===== src/rtl/opamp_ctrl_pkg.sv =====
// Shared types and constants for the op-amp bring-up sequencer.
// State codes, register map, pad patterns and reset values.
package opamp_ctrl_pkg;

  typedef enum logic [2:0] {
    ST_OFF  = 3'd0,
    ST_BIAS = 3'd1,
    ST_CASC = 3'd2,
    ST_CONN = 3'd3,
    ST_ON   = 3'd4,
    ST_DISC = 3'd5
  } state_e;

  localparam logic [3:0] OFS_CTRL   = 4'h0;
  localparam logic [3:0] OFS_SETTLE = 4'h4;
  localparam logic [3:0] OFS_OEB    = 4'h8;
  localparam logic [3:0] OFS_STATUS = 4'hC;

  localparam int CTRL_EN_BIT     = 0;
  localparam int CTRL_IRQ_EN_BIT = 1;
  localparam int CTRL_SPARE_LSB  = 4;
  localparam int STAT_READY_BIT  = 3;
  localparam int STAT_PEND_BIT   = 4;

  localparam int PIN_BIAS   = 0;
  localparam int PIN_CASC   = 1;
  localparam int PIN_IN_SW  = 2;
  localparam int PIN_OUT_SW = 3;

  localparam logic [3:0] PADS_OFF  = 4'b0000;
  localparam logic [3:0] PADS_BIAS = 4'b0001 << PIN_BIAS;
  localparam logic [3:0] PADS_CASC = PADS_BIAS | (4'b0001 << PIN_CASC);
  localparam logic [3:0] PADS_CONN = PADS_CASC | (4'b0001 << PIN_IN_SW) | (4'b0001 << PIN_OUT_SW);
  localparam logic [3:0] PADS_ON   = PADS_CONN;
  localparam logic [3:0] PADS_DISC = PADS_CASC;

  localparam int SETTLE_RST = 100;

  function automatic logic [3:0] pads_for(input state_e s);
    case (s)
      ST_OFF:  pads_for = PADS_OFF;
      ST_BIAS: pads_for = PADS_BIAS;
      ST_CASC: pads_for = PADS_CASC;
      ST_CONN: pads_for = PADS_CONN;
      ST_ON:   pads_for = PADS_ON;
      ST_DISC: pads_for = PADS_DISC;
      default: pads_for = PADS_OFF;
    endcase
  endfunction

  function automatic logic is_busy(input state_e s);
    case (s)
      ST_BIAS, ST_CASC, ST_CONN, ST_DISC: is_busy = 1'b1;
      default:                            is_busy = 1'b0;
    endcase
  endfunction

endpackage


===== src/rtl/opamp_ctrl_regs.sv =====
// Wishbone register block: decode, byte-lane writes, read mux and the
// sticky ON interrupt flag (hardware set beats a same-cycle W1C).
module opamp_ctrl_regs
  import opamp_ctrl_pkg::*;
#(
  parameter int          SETTLE_W  = 16,
  parameter logic [31:0] BASE_ADDR = 32'h3000_0100
) (
  input  logic                clk_i,
  input  logic                rst_i,
  input  logic                cyc_i,
  input  logic                stb_i,
  input  logic                we_i,
  input  logic [3:0]          sel_i,
  input  logic [31:0]         adr_i,
  input  logic [31:0]         dat_i,
  output logic                ack_o,
  output logic [31:0]         dat_o,
  input  state_e              state_i,
  input  logic                on_entry_i,
  output logic                en_o,
  output logic                irq_en_o,
  output logic [1:0]          spare_o,
  output logic [SETTLE_W-1:0] settle_o,
  output logic [5:0]          oeb_o,
  output logic                irq_pend_o
);

  logic                req_s, wr_s, wr_ctrl_s, wr_settle_s, wr_oeb_s, w1c_s;
  logic [31:0]         rdata_s, bmask_s;
  logic                ack_q, ack_d;
  logic [31:0]         dat_q, dat_d;
  logic                en_q, en_d, irq_en_q, irq_en_d, pend_q, pend_d;
  logic [1:0]          spare_q, spare_d;
  logic [SETTLE_W-1:0] settle_q, settle_d;
  logic [5:0]          oeb_q, oeb_d;

  assign req_s       = cyc_i & stb_i & ~ack_q & (adr_i[31:4] == BASE_ADDR[31:4]);
  assign wr_s        = req_s & we_i;
  assign wr_ctrl_s   = wr_s & (adr_i[3:0] == OFS_CTRL) & sel_i[0];
  assign wr_settle_s = wr_s & (adr_i[3:0] == OFS_SETTLE);
  assign wr_oeb_s    = wr_s & (adr_i[3:0] == OFS_OEB) & sel_i[0];
  assign w1c_s       = wr_s & (adr_i[3:0] == OFS_STATUS) & sel_i[0] & dat_i[STAT_PEND_BIT];
  assign bmask_s     = {{8{sel_i[3]}}, {8{sel_i[2]}}, {8{sel_i[1]}}, {8{sel_i[0]}}};

  // Read mux; unmapped offsets return zero.
  always_comb begin
    rdata_s = 32'd0;
    case (adr_i[3:0])
      OFS_CTRL: begin
        rdata_s[CTRL_EN_BIT]                         = en_q;
        rdata_s[CTRL_IRQ_EN_BIT]                     = irq_en_q;
        rdata_s[CTRL_SPARE_LSB+1:CTRL_SPARE_LSB]     = spare_q;
      end
      OFS_SETTLE: rdata_s[SETTLE_W-1:0] = settle_q;
      OFS_OEB:    rdata_s[5:0]          = oeb_q;
      OFS_STATUS: begin
        rdata_s[2:0]            = state_i;
        rdata_s[STAT_READY_BIT] = (state_i == ST_ON);
        rdata_s[STAT_PEND_BIT]  = pend_q;
      end
      default: rdata_s = 32'd0;
    endcase
  end

  // Next values of the register file and bus response.
  always_comb begin
    ack_d    = req_s;
    dat_d    = (req_s & ~we_i) ? rdata_s : 32'd0;
    en_d     = wr_ctrl_s ? dat_i[CTRL_EN_BIT] : en_q;
    irq_en_d = wr_ctrl_s ? dat_i[CTRL_IRQ_EN_BIT] : irq_en_q;
    spare_d  = wr_ctrl_s ? dat_i[CTRL_SPARE_LSB+1:CTRL_SPARE_LSB] : spare_q;
    settle_d = wr_settle_s ? ((settle_q & ~bmask_s[SETTLE_W-1:0]) | (dat_i[SETTLE_W-1:0] & bmask_s[SETTLE_W-1:0]))
                           : settle_q;
    oeb_d    = wr_oeb_s ? dat_i[5:0] : oeb_q;
    pend_d   = on_entry_i ? 1'b1 : (w1c_s ? 1'b0 : pend_q);
  end

  // Register file and bus response flops.
  always_ff @(posedge clk_i) begin
    if (rst_i) begin
      ack_q    <= 1'b0;
      dat_q    <= 32'd0;
      en_q     <= 1'b0;
      irq_en_q <= 1'b0;
      spare_q  <= 2'd0;
      settle_q <= SETTLE_W'(SETTLE_RST);
      oeb_q    <= 6'h3F;
      pend_q   <= 1'b0;
    end else begin
      ack_q    <= ack_d;
      dat_q    <= dat_d;
      en_q     <= en_d;
      irq_en_q <= irq_en_d;
      spare_q  <= spare_d;
      settle_q <= settle_d;
      oeb_q    <= oeb_d;
      pend_q   <= pend_d;
    end
  end

  assign ack_o      = ack_q;
  assign dat_o      = dat_q;
  assign en_o       = en_q;
  assign irq_en_o   = irq_en_q;
  assign spare_o    = spare_q;
  assign settle_o   = settle_q;
  assign oeb_o      = oeb_q;
  assign irq_pend_o = pend_q;

endmodule


===== src/rtl/opamp_seq_ctrl.sv =====
// Op-amp power/bias sequencer top: bring-up/tear-down FSM, settle counter
// and registered pad drive, configured through opamp_ctrl_regs.
module opamp_seq_ctrl
  import opamp_ctrl_pkg::*;
#(
  parameter int          SETTLE_W  = 16,
  parameter logic [31:0] BASE_ADDR = 32'h3000_0100
) (
  input  logic        wb_clk_i,
  input  logic        wb_rst_i,
  input  logic        wbs_cyc_i,
  input  logic        wbs_stb_i,
  input  logic        wbs_we_i,
  input  logic [3:0]  wbs_sel_i,
  input  logic [31:0] wbs_adr_i,
  input  logic [31:0] wbs_dat_i,
  output logic        wbs_ack_o,
  output logic [31:0] wbs_dat_o,
  output logic [5:0]  ctrl_out,
  output logic [5:0]  ctrl_oeb,
  output logic        irq,
  output logic        busy
);

  state_e              state_q, state_d;
  logic [SETTLE_W-1:0] cnt_q, cnt_d, settle_s;
  logic [5:0]          ctrl_q, ctrl_d, oeb_s;
  logic                busy_q, busy_d;
  logic                en_s, irq_en_s, irq_pend_s, expired_s, load_s, on_entry_s;
  logic [1:0]          spare_s;

  opamp_ctrl_regs #(
    .SETTLE_W  (SETTLE_W),
    .BASE_ADDR (BASE_ADDR)
  ) u_regs (
    .clk_i      (wb_clk_i),
    .rst_i      (wb_rst_i),
    .cyc_i      (wbs_cyc_i),
    .stb_i      (wbs_stb_i),
    .we_i       (wbs_we_i),
    .sel_i      (wbs_sel_i),
    .adr_i      (wbs_adr_i),
    .dat_i      (wbs_dat_i),
    .ack_o      (wbs_ack_o),
    .dat_o      (wbs_dat_o),
    .state_i    (state_q),
    .on_entry_i (on_entry_s),
    .en_o       (en_s),
    .irq_en_o   (irq_en_s),
    .spare_o    (spare_s),
    .settle_o   (settle_s),
    .oeb_o      (oeb_s),
    .irq_pend_o (irq_pend_s)
  );

  assign expired_s  = (cnt_q == '0);
  assign load_s     = (state_d != state_q) && (state_d != ST_OFF) && (state_d != ST_ON);
  assign on_entry_s = (state_d == ST_ON) && (state_q != ST_ON);
  assign cnt_d      = load_s ? settle_s : (expired_s ? cnt_q : cnt_q - SETTLE_W'(1));

  // State, counter and pad registers all update on the same edge.
  always_ff @(posedge wb_clk_i) begin
    if (wb_rst_i) begin
      state_q <= ST_OFF;
      cnt_q   <= '0;
      ctrl_q  <= 6'd0;
      busy_q  <= 1'b0;
    end else begin
      state_q <= state_d;
      cnt_q   <= cnt_d;
      ctrl_q  <= ctrl_d;
      busy_q  <= busy_d;
    end
  end

  // Next state; DISC ignores EN so closed switches are always drained.
  always_comb begin
    state_d = state_q;
    case (state_q)
      ST_OFF:  state_d = en_s ? ST_BIAS : ST_OFF;
      ST_BIAS: state_d = !en_s ? ST_OFF  : (expired_s ? ST_CASC : ST_BIAS);
      ST_CASC: state_d = !en_s ? ST_OFF  : (expired_s ? ST_CONN : ST_CASC);
      ST_CONN: state_d = !en_s ? ST_DISC : (expired_s ? ST_ON   : ST_CONN);
      ST_ON:   state_d = !en_s ? ST_DISC : ST_ON;
      ST_DISC: state_d = expired_s ? ST_OFF : ST_DISC;
      default: state_d = ST_OFF;
    endcase
  end

  // Outputs decoded from the next state so they register alongside it.
  always_comb begin
    ctrl_d = {spare_s, pads_for(state_d)};
    busy_d = is_busy(state_d);
  end

  assign ctrl_out = ctrl_q;
  assign busy     = busy_q;
  assign ctrl_oeb = oeb_s;
  assign irq      = irq_pend_s & irq_en_s;

endmodule


===== config.mk =====
export PLATFORM = sky130hd
export DESIGN_NAME = opamp_seq_ctrl
export DESIGN_NICKNAME = d
export VERILOG_FILES = /design/src/rtl/opamp_ctrl_pkg.sv /design/src/rtl/opamp_ctrl_regs.sv /design/src/rtl/opamp_seq_ctrl.sv
export SDC_FILE = /design/constraint.sdc
export NUM_CORES = 1
export LEC_CHECK = 0
export CAP_MARGIN = 25
export CORE_MARGIN = 2
export CORE_UTILIZATION = 50
export DETAILED_ROUTE_END_ITERATION = 16
export HOLD_SLACK_MARGIN = 0.02
export MAX_ROUTING_LAYER = met4
export PLACE_DENSITY_LB_ADDON = 0.3
export SLEW_MARGIN = 15
export SYNTH_ARGS = -nofsm -noshare
export SYNTH_HDL_FRONTEND = slang
export SYNTH_HIERARCHICAL = 1
export SYNTH_SLANG_ARGS = --single-unit
export TNS_END_PERCENT = 20

===== constraint.sdc =====
create_clock -name wb_clk_i -period 4.85 [get_ports wb_clk_i]
set_input_delay 0.7275 -clock wb_clk_i [delete_from_list [all_inputs] [get_ports wb_clk_i]]
set_output_delay 0.7275 -clock wb_clk_i [all_outputs]
set_load 0.01 [all_outputs]

==> results of run 1 <==
## how the worst max path moves through the flow
stage               cells past startpoint              end  slack (ps)
finish                                  5  u_regs/dat_o[6]        2120
global route                            5  u_regs/dat_o[6]        2000
CTS                                     5  u_regs/dat_o[6]        2150
detailed placement                      5  u_regs/dat_o[6]        1790
global placement                        5  u_regs/dat_o[6]        1770
floorplan                               8        cnt_q[12]        2540
## power by group through the flow
stage / clock, W / combinational (W) / sequential [W]
2_1_floorplan: 0 / 0.000478 / 0.000679
3_3_place_gp: 0 / 0.000575 / 0.000692
3_5_place_dp: 0 / 0.000590 / 0.000696
4_1_cts: 0.000533 / 0.000598 / 0.000684
5_1_grt: 0.000557 / 0.000672 / 0.000694
6_report: 0.000525 / 0.000600 / 0.000686
## tightest hold or removal path: cells and delay by family (launching register included)
kind                   cells  cell delay, ps
flip-flops                 1             320
AND/OR/NAND/NOR            1              40
buffers and inverters      1              60
## cells in the final DEF (no fill, tap or decap), drive strengths merged, types with 4 or more instances in the layout
cell type	n
nand3	10
a311oi	4
nor2	49
xor2	4
clkdlybuf4s50	84
mux2i	15
or3	4
a21oi	32
o21ai	5
nand2b	7
or4	9
dfxtp	69
o31ai	19
conb	16
nand4	21
clkbuf	12
nor4	9
nor2b	8
inv	15
nand2	8
nor3	21
a211oi	8
## cells by family (layout without fill, tap and decap cells)
group	after synthesis	in the layout
adders and majority gates	1	1
DFF	69	69
buffers and inverters	62	118
and+or+nand+nor	167	167
AOI/OAI and AO/OA	78	78
other	1	16
muxes	19	19
xor gates and xnor gates	5	5
## per-stage QoR
stage                util  hold WS, ps  total power, W  worst slack, ps
global placement    0.612          456         0.00127             1770
global route        0.647          478         0.00192             2000
detailed placement  0.612          456         0.00129             1790
CTS                 0.644          461         0.00182             2150
finish              0.647          458         0.00181             2120
floorplan               -          430         0.00116             2540
## metal layers
metal  global-route usage  up-vias  part of all wire
li1                     -     1571                 -
met5                    -        -                 0
met2                0.363      130              0.48
met3               0.0425       11             0.063
met4               0.0719        0             0.013
met1                0.302     1493              0.45
## final cells by class
type                       instances  share of cell area
inverter                          15              0.0122
tap                               99              0.0268
timing repair buffer              87               0.189
multi-input combinational        286               0.424
clock buffer                      12              0.0336
sequential                        69               0.299
clock inverter                     4              0.0152
==> results_dict.tcl, run 1 <==
set metrics [dict create \
    status "completed" \
    multi_input_area_sq_um 1950 \
    final_layout_size_suffix_gt1_frac 0.108 \
    yosys.area_share.adder 0.00345 \
    dp_cells 555 \
    final.setup.tns_ps 0 \
    fin_crit_sh 0.563 \
    route.detailed.wl_per_inst_um 15.0 \
    min_delay_path_depth 2 \
    r2r_end "cnt_q[11]" \
    internal_power_w 0.00121 \
    p_leak_nw 1.63 \
    core_sq_um 7140 \
    synth-compound-area-share 0.141 \
    die_h_um 89.1 \
    grt_max_degree 61 \
    rows 31 \
    pin_count 120 \
    start_util 0.508 \
    critical_path_class "in2reg" \
    yosys.area_share.simple 0.302 \
    synth.avg_cell_area_sq_um 9.01 \
    max_cap_viol_count 0 \
    drtPass1Iterations 4 \
    startpoint "wbs_adr_i[11]" \
    rsz0062_at_grt "false" \
    skew_ps 7.84 \
    seq_area_sq_um 1380 \
    grt_usage 0.231 \
    drv_slew 0 \
    powerDensity_nw_per_um2 393 \
    area_delta_synth_final_pct 27.3 \
    cts_tree "yes" \
    power.share.clock 0.290 \
    finalHoldViolCount 0 \
    r2r_slack_ps 2350 \
    die-area_sq_um 7940 \
    synth_top_family_by_area "simple AND/OR/NAND/NOR gates" \
    ant_nets 0 \
    ctsLongestPathBuffers 2 \
    yosysTopAreaCellShare 0.381 \
    wirelength_um 8590 \
    swShare 0.334 \
    gp_routability_congestion 0.878 \
    cp_max_fo 18 \
    rr_startpoint "cnt_q[4]" \
    critical_path.cell_chain "clkdlybuf4s50_1 > nor4b_2 > and4_1 > nand4_4 > nor3_1" \
    finalCriticalPeriod_ps 2730 \
    clock_sinks 69 \
    clkTransAtPathRegs_ps 70 \
    setup_viol_count_final 0 \
    grt_pass1_vias 2902 \
    crit_buf_inv 1 \
    min_path_type "reg2reg" \
    port_buffers 85 \
    end_kind "flop" \
    cts_setup_buffers 0 \
    critPathTopFamily "simple AND/OR/NAND/NOR gates" \
    viasPerCell 5.60 \
    hold_end "u_regs/dat_o[8]" \
    crit_required_ps 5080 \
    postPlaceCellArea_sq_um 4370 \
    vias 3205 \
    synth_top_cell_by_area "dfxtp_1" \
    insertion_delay_ps 340 \
    synth_xor_area_frac 0.0121 \
    switchingPower_w 0.000604 \
    antenna_found_initial 0 \
    ys_seq_area_frac 0.381 \
    cts_resized 0 \
    syn-cell-area_sq_um 3620 \
    synth_seq_cells 69 \
    synth_enable_flop_cells 0 \
    combPwrFrac 0.331 \
    worst_pin_slew_ps 678 \
    crit_arrival_ps 2960 \
    finalNetCount 542 \
    numCtsBuffers 9 \
    crit_path_max_incr_delay_ps 690 \
    final_cells 572 \
    start_kind "primary input" \
    stdcell_area_sq_um 4610 \
    cts_root_buf "clkbuf_8" \
    seq_power_share 0.379 \
    synth_common_cells "dfxtp_1 (69), nor2_1 (49), a21oi_1 (31)" \
    fillers 605 \
    detailed_place_hpwl_um 6110 \
    synth.mux.area_fraction 0.0632 \
    drc 0 \
    yosysMostFrequentCell "dfxtp_1" \
    fp.dieW_um 89.1 \
    yosysWarningCount 6 \
    cts.htree.levels 3 \
    synth_cell_types 60 \
    netlist_top_cells_area "dfxtp_1 (38%), nor2_1 (5.1%), buf_4 (4.6%)" \
    rr_worst_depth 5 \
    synthFlopType "dfxtp_1" \
    peakVddDrop_uv 189 \
    ctsHoldBuffers 0 \
    cp_slowest_cell "and4_1" \
    slew_headroom 0.547 \
    grt_overflow 0 \
    synth_cells 402 \
    drtIter0Drc 225 \
    max_freq_mhz 366 \
    synthArstFlopShare 0 \
    antenna_cells 0 \
    grt_first_pass_wirelength_um 13800 \
]
No activity file was read; power rests on OpenSTA's default activity.
==> run 2, diff against run 1 <==
- CORE_UTILIZATION: 50 -> 42
- clock period: 4.85 -> 2.5 ns (I/O delays scaled with it)
==> results_dict.tcl, run 2 (synthesis gave the netlist of run 1 again) <==
set metrics [dict create \
    status "completed" \
    die-area_sq_um 9390 \
    drc 0 \
    cts.htree.levels 3 \
    switchingPower_w 0.00125 \
    insertion_delay_ps 340 \
    layout_common_cells "clkdlybuf4s50_1 (84), dfxtp_1 (69), nor2_1 (49)" \
    peakVddDrop_uv 358 \
    vias 3250 \
    gp_routability_congestion 0.888 \
    ant_nets 0 \
    antenna_cells 0 \
    grt_usage 0.194 \
    port_buffers 85 \
    skew_ps 9.73 \
    critical_path_class "reg2reg" \
    grt_first_pass_wirelength_um 14800 \
    start_util 0.437 \
    core_sq_um 8300 \
    detailed_place_hpwl_um 6630 \
    cts_root_buf "clkbuf_8" \
    finalCriticalPeriod_ps 2330 \
    power.share.clock 0.296 \
    clock_sinks 69 \
    p_leak_nw 1.72 \
    ctsLongestPathBuffers 2 \
    grt_overflow 0 \
    setup_viol_count_final 0 \
    setup_ws_ps 171 \
    antenna_found_initial 0 \
    finalHoldViolCount 0 \
    max_freq_mhz 429 \
    powerDensity_nw_per_um2 793 \
    cts_setup_buffers 0 \
    numCtsBuffers 9 \
    cp_max_fo 6 \
    pin_count 120 \
    fp.dieW_um 96.9 \
    slew_headroom 0.598 \
    wirelength_um 8880 \
    final_cells 597 \
    route.detailed.wl_per_inst_um 14.9 \
    swShare 0.331 \
    final_layout_size_suffix_gt1_frac 0.146 \
    dp_cells 581 \
    area_delta_synth_final_pct 31.8 \
    drv_slew 0 \
    crit_arrival_ps 2580 \
    crit_required_ps 2760 \
    min_path_type "in2reg" \
    grt_max_degree 60 \
    startpoint "cnt_q[4]" \
    die_h_um 96.9 \
    fin_crit_sh 0.932 \
    viasPerCell 5.44 \
    drtIter0Drc 135 \
    clkTransAtPathRegs_ps 80 \
    holdWs_ps 412 \
    end_kind "flop" \
    max_cap_viol_count 0 \
    seq_power_share 0.351 \
    cts_tree "yes" \
    final.setup.tns_ps 0 \
    combPwrFrac 0.354 \
    start_kind "flop" \
    drtPass1Iterations 5 \
    rows 33 \
    min_from "wb_rst_i" \
    finalNetCount 561 \
    internal_power_w 0.00253 \
    preCtsSetupSlack_ps 100 \
    grt_pass1_vias 3018 \
    rsz0062_at_grt "false" \
    rr_startpoint "cnt_q[4]" \
    layout_commonest_cell "clkdlybuf4s50_1" \
    worst_pin_slew_ps 602 \
]
==> run 2: metrics by stage <==
| step | power [W] | cell area (sq um) | utilization |
|---|---|---|---|
| finish | 0.00379 | 4780 | 0.576 |
| CTS | 0.00378 | 4770 | 0.575 |
| global route | 0.00402 | 4780 | 0.576 |
| global placement | 0.00263 | 4530 | 0.545 |
| floorplan | 0.00225 | 3680 | - |
| detailed placement | 0.00266 | 4530 | 0.545 |
==> run 2: per-layer routing <==
metal,wire length [um],share of wire,track usage,up-vias
li1,-,-,-,1609
met1,3900,0.44,0.244,1533
met2,4390,0.49,0.325,102
met3,530,0.060,0.0289,6
met4,57,0.0064,0.0553,0
met5,0,0,-,-
==> run 2: power groups by stage <==
| stage | clock network [W] | logic (W) | registers [W] |
|---|---|---|---|
| detailed placement | 0 | 0.00131 | 0.00135 |
| global route | 0.00118 | 0.00149 | 0.00135 |
| floorplan | 0 | 0.000928 | 0.00132 |
| finish | 0.00112 | 0.00134 | 0.00133 |
| global placement | 0 | 0.00129 | 0.00134 |
| CTS | 0.00113 | 0.00132 | 0.00132 |
==> run 2: critical path, stage by stage, from the launching register on <==
cell and delay, ps:
dfxtp_1 350, or4_4 580, or4_4 510, or4_1 440, mux2i_1 140, a211oi_1 230
==> run 2: final timing paths <==
kind,endpoint,slack [ps],cells after the start
worst min register to register,u_regs/dat_o[7],470,2
worst max-delay path,cnt_q[13],170,5
worst min-delay path,u_regs/irq_pend_o,410,3
worst max register to register,cnt_q[13],170,5
==> run 2: cell type report <==
cell class	instances	area, sq um
Clock buffer	9	124
Timing Repair Buffer	106	1000
Inverter	15	56.3
Fill cell	716	3520
Sequential cell	69	1380
Clock inverter	7	123
Tap cell	105	131
Multi-Input combinational cell	286	1960
==> run 2: timing repair <==
action / CTS / global route
hold buffers: 0 / 0
resized for setup: 0 / 1
setup endpoints to repair: 0 / 1
